$ cat config.mk
export PLATFORM = sky130hd
export DESIGN_NAME = wb_mem_drain_flat
export DESIGN_NICKNAME = d
export VERILOG_FILES = /design/src/rtl/wb_mem_drain_pkg.sv /design/src/rtl/wb_mem_drain_if.sv /design/src/rtl/wb_beat_mux.sv /design/src/rtl/wb_mem_drain.sv /design/src/flat_wrapper.sv
export SDC_FILE = /design/constraint.sdc
export NUM_CORES = 1
export LEC_CHECK = 0
export BUFFER_PORTS_ARGS = -buffer_cell sky130_fd_sc_hd__buf_2
export CAP_MARGIN = 0
export CORE_MARGIN = 2
export CORE_UTILIZATION = 40
export DETAILED_ROUTE_END_ITERATION = 8
export RECOVER_POWER = 100
export SYNTH_ARGS = -nofsm -noshare
export SYNTH_HDL_FRONTEND = slang
export SYNTH_SLANG_ARGS = --single-unit
$ cat constraint.sdc
create_clock -name clock_i -period 6.3 [get_ports clock_i]
set_input_delay 1.89 -clock clock_i [delete_from_list [all_inputs] [get_ports clock_i]]
set_output_delay 1.89 -clock clock_i [all_outputs]
set_load 0.01 [all_outputs]
$ cat src/rtl/wb_mem_drain_pkg.sv
// ============================================================================
// Module   : wb_mem_drain_pkg
// Purpose  : Shared widths, state encoding and helpers for the write-buffer
//            drain engine.
// Revision : 1.0 - initial release
// ============================================================================
`default_nettype none

package wb_mem_drain_pkg;

  localparam int ADDR_W     = 27;
  localparam int LINE_W     = 256;
  localparam int BEAT_W     = 32;
  localparam int BEATS      = LINE_W / BEAT_W;
  localparam int BEAT_IDX_W = $clog2(BEATS);
  localparam int CNT_W      = 16;
  localparam int MEM_ADDR_W = 32;

  function automatic int byte_off_w(input int beat_bits);
    return $clog2(beat_bits / 8);
  endfunction

  localparam int BYTE_OFF_W = byte_off_w(BEAT_W);

  localparam logic [BEAT_IDX_W-1:0] LAST_BEAT = BEAT_IDX_W'(BEATS - 1);

  typedef enum logic [0:0] {
    ST_IDLE = 1'b0,
    ST_SEND = 1'b1
  } state_t;

endpackage

`default_nettype wire

$ cat src/rtl/wb_mem_drain_if.sv
// ============================================================================
// Module   : wb_mem_drain_if
// Purpose  : Buffer-head pop handshake plus memory write beat bus.
// Revision : 1.0 - initial release
// ============================================================================
`default_nettype none

interface wb_mem_drain_if;
  import wb_mem_drain_pkg::*;

  logic                  entry_valid;
  logic [ADDR_W-1:0]     entry_addr;
  logic [LINE_W-1:0]     entry_data;
  logic                  entry_pop;
  logic                  mem_valid;
  logic [MEM_ADDR_W-1:0] mem_addr;
  logic [BEAT_W-1:0]     mem_wdata;
  logic                  mem_last;
  logic                  mem_ready;

  // master: the drain engine, which masters the memory write bus
  modport master (
    input  entry_valid, entry_addr, entry_data, mem_ready,
    output entry_pop, mem_valid, mem_addr, mem_wdata, mem_last
  );

  modport slave (
    output entry_valid, entry_addr, entry_data, mem_ready,
    input  entry_pop, mem_valid, mem_addr, mem_wdata, mem_last
  );

endinterface

`default_nettype wire

$ cat src/rtl/wb_beat_mux.sv
// ============================================================================
// Module   : wb_beat_mux
// Purpose  : Selects one BEAT_W slice of a cache line, beat 0 = low bits.
// Revision : 1.0 - initial release
// ============================================================================
`default_nettype none

module wb_beat_mux
  import wb_mem_drain_pkg::*;
(
  input  wire logic [LINE_W-1:0]     line_i,
  input  wire logic [BEAT_IDX_W-1:0] beat_i,
  output logic      [BEAT_W-1:0]     beat_o
);

  logic [BEAT_W-1:0] w_slices [BEATS];

  for (genvar gi = 0; gi < BEATS; gi++) begin : g_slice
    assign w_slices[gi] = line_i[gi*BEAT_W +: BEAT_W];
  end

  assign beat_o = w_slices[beat_i];

endmodule

`default_nettype wire

$ cat src/rtl/wb_mem_drain.sv
// ============================================================================
// Module   : wb_mem_drain
// Purpose  : Pops one write-buffer line and serialises it into eight memory
//            write beats with per-beat ready backpressure.
// Revision : 1.0 - initial release
// ============================================================================
`default_nettype none

module wb_mem_drain
  import wb_mem_drain_pkg::*;
(
  input  wire logic        clock_i,
  input  wire logic        reset_i,
  wb_mem_drain_if.master   bus,
  output logic             busy_o,
  output logic [CNT_W-1:0] lines_written_o
);

  state_t                  state_q, state_d;
  logic [BEAT_IDX_W-1:0]   beat_q,  beat_d;
  logic [ADDR_W-1:0]       addr_q,  addr_d;
  logic [LINE_W-1:0]       data_q,  data_d;
  logic [CNT_W-1:0]        cnt_q,   cnt_d;

  logic                    w_pop;
  logic                    w_valid;
  logic                    w_last;
  logic [MEM_ADDR_W-1:0]   w_addr;
  logic [BEAT_W-1:0]       w_wdata;
  logic [BEAT_W-1:0]       w_slice;

  wb_beat_mux u_beat_mux (
    .line_i (data_q),
    .beat_i (beat_q),
    .beat_o (w_slice)
  );

  always_comb begin
    state_d = state_q;
    beat_d  = beat_q;
    addr_d  = addr_q;
    data_d  = data_q;
    cnt_d   = cnt_q;
    w_pop   = 1'b0;
    w_valid = 1'b0;
    w_last  = 1'b0;
    w_addr  = '0;
    w_wdata = '0;

    case (state_q)
      ST_IDLE: begin
        // Reset gates the pop so an entry is never consumed while being cleared
        w_pop = bus.entry_valid && !reset_i;
        if (w_pop) begin
          addr_d  = bus.entry_addr;
          data_d  = bus.entry_data;
          beat_d  = '0;
          state_d = ST_SEND;
        end
      end
      ST_SEND: begin
        w_valid = 1'b1;
        w_last  = (beat_q == LAST_BEAT);
        w_addr  = {addr_q, beat_q, {BYTE_OFF_W{1'b0}}};
        w_wdata = w_slice;
        if (bus.mem_ready) begin
          if (w_last) begin
            cnt_d   = cnt_q + 1'b1;
            beat_d  = '0;
            state_d = ST_IDLE;
          end else begin
            beat_d  = beat_q + 1'b1;
          end
        end
      end
      default: state_d = ST_IDLE;
    endcase
  end

  always_ff @(posedge clock_i) begin
    if (reset_i) begin
      state_q <= ST_IDLE;
      beat_q  <= '0;
      addr_q  <= '0;
      data_q  <= '0;
      cnt_q   <= '0;
    end else begin
      state_q <= state_d;
      beat_q  <= beat_d;
      addr_q  <= addr_d;
      data_q  <= data_d;
      cnt_q   <= cnt_d;
    end
  end

  assign bus.entry_pop   = w_pop;
  assign bus.mem_valid   = w_valid;
  assign bus.mem_addr    = w_addr;
  assign bus.mem_wdata   = w_wdata;
  assign bus.mem_last    = w_last;
  assign busy_o          = (state_q == ST_SEND);
  assign lines_written_o = cnt_q;

endmodule

`default_nettype wire

$ cat src/flat_wrapper.sv
// flat-port wrapper written by rule: the top's interface ports become plain ports
module wb_mem_drain_flat import wb_mem_drain_pkg::*;
  (clock_i, reset_i, busy_o, lines_written_o, bus_entry_valid, bus_entry_addr, bus_entry_data, bus_mem_ready, bus_entry_pop, bus_mem_valid, bus_mem_addr, bus_mem_wdata, bus_mem_last);
  wb_mem_drain_if bus_i ();
  input  wire logic clock_i;
  input  wire logic reset_i;
  output logic busy_o;
  output logic [CNT_W-1:0] lines_written_o;
  input wire logic [$bits(bus_i.entry_valid)-1:0] bus_entry_valid;
  input wire logic [$bits(bus_i.entry_addr)-1:0] bus_entry_addr;
  input wire logic [$bits(bus_i.entry_data)-1:0] bus_entry_data;
  input wire logic [$bits(bus_i.mem_ready)-1:0] bus_mem_ready;
  output wire logic [$bits(bus_i.entry_pop)-1:0] bus_entry_pop;
  output wire logic [$bits(bus_i.mem_valid)-1:0] bus_mem_valid;
  output wire logic [$bits(bus_i.mem_addr)-1:0] bus_mem_addr;
  output wire logic [$bits(bus_i.mem_wdata)-1:0] bus_mem_wdata;
  output wire logic [$bits(bus_i.mem_last)-1:0] bus_mem_last;
  assign bus_i.entry_valid = bus_entry_valid;
  assign bus_i.entry_addr = bus_entry_addr;
  assign bus_i.entry_data = bus_entry_data;
  assign bus_i.mem_ready = bus_mem_ready;
  assign bus_entry_pop = bus_i.entry_pop;
  assign bus_mem_valid = bus_i.mem_valid;
  assign bus_mem_addr = bus_i.mem_addr;
  assign bus_mem_wdata = bus_i.mem_wdata;
  assign bus_mem_last = bus_i.mem_last;
  wb_mem_drain u_core (.clock_i(clock_i), .reset_i(reset_i), .bus(bus_i), .busy_o(busy_o), .lines_written_o(lines_written_o));
endmodule
==> reports/summary.txt, run 1 <==
run status: finished, violations left
violated checks: capacitance limit, slew limit
CP max stage cell: clkbuf_1
GR Util All Layers: 21.1%
IO Count: 371
post-synth top area share: 44.8%
share of cells above drive strength 1: 24.4%
Worst Setup End Kind: output pin
CTS clk-pin slew, worst paths: 0.06 ns
Port Buf Inserts: 368
Die ar.: 35300 um^2
crit path kind: reg2out
Final nets: 2095
WL final: 38.4 mm
type of origin of the critical path: flop
largest vdd supply drop: 171 uV
switching part of the total: 23.0%
drt drc: 0
Placed Cells: 2215
Rel. slew slack: -69.7%
H-Tree Depth: 2
clock skew: 0.0122 ns
fin cells: 2289
die width: 188 um
Multi-input gate area: 6900 um^2
P_sw: 1.10 mW
HP Start: u_core.data_q[67]
Core Util, Final: 49.9%
mapped cell area: 13500 um^2
WP depth: 3
Worst R2R Setup Slack: 2.13 ns
via count: 11200
layout overhead on the synthesized area: 23.2%
Reg2Reg Launch Point: u_core.busy_o
clk_lat worst skew: 0.51 ns
power share of the combinational group: 9.3%
Worst EP arrival: 3.44 ns
overall power: 4.76 mW
clk root buf: clkbuf_16
register area share after synthesis: 44.8%
vias per inst: 4.87
maximum operating frequency: 188 MHz
CTS sink cnt: 303
Synth area leader: dfxtp_1
first-pass GRT wire length: 59.2 mm
FILL cells: 3283
Final Wtd Congestion: 0.803
reg2reg end: u_core.lines_written_o[13]
CP delay by family, top: buffers and inverters
Fin Setup TNS: 0 ns
MaxCap Viol Count: 4
Slew @ Worst Pin: 2.55 ns
antenna violations before repair: 12
Buf/Inv on CP: 2
Internal: 3.67 mW
critical-path maximum fanout: 62
# setup viols final: 0
crit path cell chain: clkbuf_1 > nor2b_1 > buf_2
Max stage delay on crit path: 1.84 ns
required time of the critical path: 4.41 ns
Congestion Overflow GR: 0
first-pass iteration count of the detailed router: 4
Clock Path Buffers: 3
FF+latch count, synth: 303
Avg Inst Size Synth: 8.92 um^2
Post-DP Area: 15500 um^2
fin. max-slew vios: 658
post-CTS sizing: 0
register area: 6070 um^2
pwr/cell area: 285 nW/um^2
Synth area leaders: dfxtp_1, nand2b_1, mux4_2
Iteration-0 DRC Markers: 703
# rows: 67
Die H: 188 um
CTS Buf Count: 36
unrepaired setup endpoints after global routing: false
post-DP HPWL: 25.9 mm
Seq pwr share: 44.4%
Syn Inst Count: 1518
vias in the first global route: 11100
worst reg2reg path depth: 5
post-layout instance area: 16700 um^2
warnings from Yosys: 0
Netlist cell types: 35
initial core utilization: 40.5%
WHS Path Cells: 2
fin crit share: 84.6%
Post-DRT Antenna Nets: 0
Hold Vio Cnt, Final: 0
Hold Path End: u_core.data_q[67]
crit path time final: 5.33 ns
leakage: 6.26 nW
core area: 33400 um^2
Clk pwr share: 46.3%
Post-CTS Setup Inserts: 0
largest net degree at the start of global routing: 252
TritonCTS clock tree: yes
CTS Hold Bufs: 0
HP Class: reg2reg
Avg WL per Cell: 16.8 um
-- metal layers --
layer	GRT usage [%]	up-vias	wire length, um
met5	0	-	68
met3	5.69	69	2720
li1	-	5649	-
met2	36.0	335	18200
met4	6.54	10	982
met1	26.0	5094	16400
-- worst max path at each step --
| stage | startpoint | endpoint |
|---|---|---|
| 4_1_cts | u_core.beat_q[0] | bus_mem_wdata[6] |
| 3_5_place_dp | reset_i | u_core.data_q[98] |
| 3_3_place_gp | reset_i | u_core.addr_q[0] |
| 5_1_grt | u_core.busy_o | bus_mem_wdata[14] |
| 2_1_floorplan | reset_i | bus_entry_pop |
| 6_report | u_core.busy_o | bus_mem_wdata[14] |
-- worst reg2reg max path, cell delays in order (launching register included) --
cell and delay [ns]:
dfxtp_2 0.54, clkbuf_1 1.84, nand4_1 0.73, nor4_2 0.60
a31o_2 0.21, a21oi_1 0.05
-- layout by cell type, fill, tap and decap left out, types with 4 or more instances in the layout --
master,synthesis,routed
a21oi_1,5,5
and2_0,0,4
and2_1,31,27
buf_2,33,309
bufinv_16,0,5
clkbuf_1,81,64
clkbuf_16,0,37
clkbuf_8,0,10
dfxtp_1,303,299
diode_2,0,11
mux2i_1,34,34
mux4_2,64,64
nand2_1,286,286
nand2b_1,283,283
nand3_1,6,6
nand4_1,7,7
nor2_1,16,16
nor2b_1,33,33
nor3_1,4,4
o21ai_0,286,286
xnor2_1,6,6
-- synthesized netlist by cell type --
cell,count
nor3b_1,1
inv_1,1
and3_1,2
or3_1,3
nand3_1,6
and2_1,31
buf_2,33
a21oi_1,5
buf_4,8
buf_6,1
nor4_1,1
mux2i_1,34
buf_1,5
a32oi_1,3
mux4_2,64
or4_1,1
mux2_2,1
and4_1,2
o31ai_1,1
dfxtp_1,303
nand2_1,286
nor4_2,1
nor3b_4,1
ha_1,3
nand2b_1,283
nor2_1,16
conb_1,1
a31o_2,1
nor3_1,4
nor2b_1,33
nand4_1,7
clkbuf_1,81
xor2_1,3
o21ai_0,286
xnor2_1,6
-- power by group through the flow --
stage          clock network, mW  logic (mW)  registers (mW)
2_1_floorplan                  0       0.286            2.13
3_3_place_gp                   0       0.446            2.15
3_5_place_dp                   0       0.451            2.16
4_1_cts                     2.25       0.454            2.11
5_1_grt                     2.34       0.497            2.13
6_report                    2.20       0.444            2.12
-- through the flow --
| step | setup slack (ns) | hold WS [ns] |
|---|---|---|
| after floorplan | 1.55 | 0.445 |
| after global placement | 1.86 | 0.455 |
| after detailed placement | 1.83 | 0.461 |
| after CTS | 1.55 | 0.471 |
| after global routing | 0.732 | 0.486 |
| final | 0.970 | 0.469 |
-- cells by family (layout without fill, tap and decap cells) --
group / Yosys count / count (layout) / synth area share, %
and+or+nand+nor: 678 / 678 / 25.8
DFF: 303 / 303 / 44.8
AOI/OAI and AO/OA: 296 / 296 / 11.1
buffers and inverters: 129 / 440 / 4.16
muxes: 99 / 99 / 13.2
xor gates and xnor gates: 9 / 9 / 0.582
adders and majority gates: 3 / 3 / 0.277
other: 1 / 13 / 0.0277
-- sequential cells by signal (all words and copies together) (netlist names) --
| signal | cells |
|---|---|
| u_core.busy_o | 1 |
| u_core.data_q | 256 |
| u_core.addr_q | 27 |
| u_core.lines_written_o | 16 |
| u_core.beat_q | 3 |
-- layout make-up --
cell class | instances | area share [%]
Multi-Input combinational cell | 1087 | 41.4
Sequential cell | 303 | 36.4
Timing Repair Buffer | 376 | 11.0
Clock buffer | 52 | 6.49
Tap cell | 448 | 3.36
Clock inverter | 11 | 1.15
Antenna cell | 11 | 0.165
Inverter | 1 | 0.0225
Note: power is estimated with default switching activity, not from simulation.
==> run 2: changes to the inputs <==
- PLACE_DENSITY: not set -> 0.66
- clock period: 6.3 -> 4.4 ns (I/O delays scaled with it)
==> reports/summary.txt, run 2 (synthesis gave the netlist of run 1 again) <==
clk root buf: clkbuf_16
Slew @ Worst Pin: 2.53 ns
post-CTS sizing: 0
H-Tree Depth: 2
Worst EP arrival: 2.60 ns
Fin Setup TNS: 0 ns
fin. max-slew vios: 305
FILL cells: 3236
CTS clk-pin slew, worst paths: 0.06 ns
commonest non-fill, non-tap cell in the layout: buf_2
max reg flops: 256
required time of the critical path: 3.08 ns
fin cells: 2289
# rows: 67
Placed Cells: 2222
maximum operating frequency: 255 MHz
Rel. slew slack: -68.8%
first-pass iteration count of the detailed router: 5
antenna violations before repair: 13
Hold Vio Cnt, Final: 0
Port Buf Inserts: 368
leakage: 6.30 nW
largest vdd supply drop: 324 uV
# setup viols final: 0
CTS sink cnt: 303
via count: 11300
drt drc: 0
core area: 33400 um^2
Post-CTS Setup Inserts: 0
fin crit share: 89.2%
share of cells above drive strength 1: 24.6%
WL final: 38.2 mm
violated checks: capacitance limit, slew limit
HP Class: reg2reg
fin worst setup slack: 0.475 ns
Biggest register: u_core.data_q
Iteration-0 DRC Markers: 701
critical-path maximum fanout: 20
IO Count: 371
most frequent cells in the layout: buf_2, dfxtp_1, nand2_1, o21ai_0, nand2b_1
Avg WL per Cell: 16.7 um
die width: 188 um
Post-DRT Antenna Nets: 0
post-DP HPWL: 27.0 mm
run status: finished, violations left
Multi-input gate area: 6920 um^2
pwr/cell area: 407 nW/um^2
Congestion Overflow GR: 0
register area: 6070 um^2
vias in the first global route: 11300
Setup WS pre-CTS: 1.13 ns
overall power: 6.82 mW
Final Wtd Congestion: 0.813
vias per inst: 4.92
largest net degree at the start of global routing: 305
Die H: 188 um
Worst Setup End Kind: output pin
CTS Hold Bufs: 0
CTS Buf Count: 35
initial core utilization: 40.5%
type of origin of the critical path: flop
crit path kind: reg2out
unrepaired setup endpoints after global routing: false
layout overhead on the synthesized area: 23.8%
MaxCap Viol Count: 1
Die ar.: 35300 um^2
clock skew: 0.00756 ns
TritonCTS clock tree: yes
GR Util All Layers: 21.1%
crit path time final: 3.92 ns
WHS: 0.471 ns
Clock Path Buffers: 3
first-pass GRT wire length: 59.5 mm
clk_lat worst skew: 0.50 ns
Final nets: 2101
-- run 2: cell type report --
type                       count  area share [%]
sequential                   303            36.2
antenna                        5          0.0747
clock inverter                15            1.41
inverter                       1          0.0224
clock buffer                  47            6.17
timing repair buffer         383            11.5
tap                          448            3.34
multi-input combinational   1087            41.3
-- run 2: path summary, 6_finish.rpt --
kind	end	cells after the start	slack, ns	from
worst max-delay path	bus_mem_wdata[1]	5	0.48	u_core.beat_q[0]
worst min-delay path	u_core.addr_q[20]	2	0.47	u_core.addr_q[20]
worst max register to register	u_core.lines_written_o[14]	7	1.50	u_core.beat_q[1]
worst min register to register	u_core.addr_q[20]	2	0.47	u_core.addr_q[20]
-- run 2: through the flow --
step           util, %  area, um^2
2_1_floorplan        -       13500
3_3_place_gp      46.6       15600
3_5_place_dp      46.6       15600
4_1_cts           50.4       16800
5_1_grt           50.1       16700
6_report          50.1       16800
-- run 2: worst max-delay path: stages (launching register included) --
cell	delay, ns
dfxtp_2	0.75
buf_4	0.39
mux4_2	0.56
mux2i_1	0.15
nor2b_1	0.11
clkbuf_1	0.14
-- run 2: per-layer routing --
layer	vias up	part of all wire [%]	track usage [%]
met3	72	7.2	6.25
met1	5195	41	24.1
met4	18	2.3	6.00
li1	5655	-	-
met5	-	0.29	0
met2	328	50	38.1
-- run 2: report_power, final --
group / switching, mW / internal [mW]
sequential: 0.103 / 2.93
combinational: 0.319 / 0.325
clock: 1.14 / 2.00
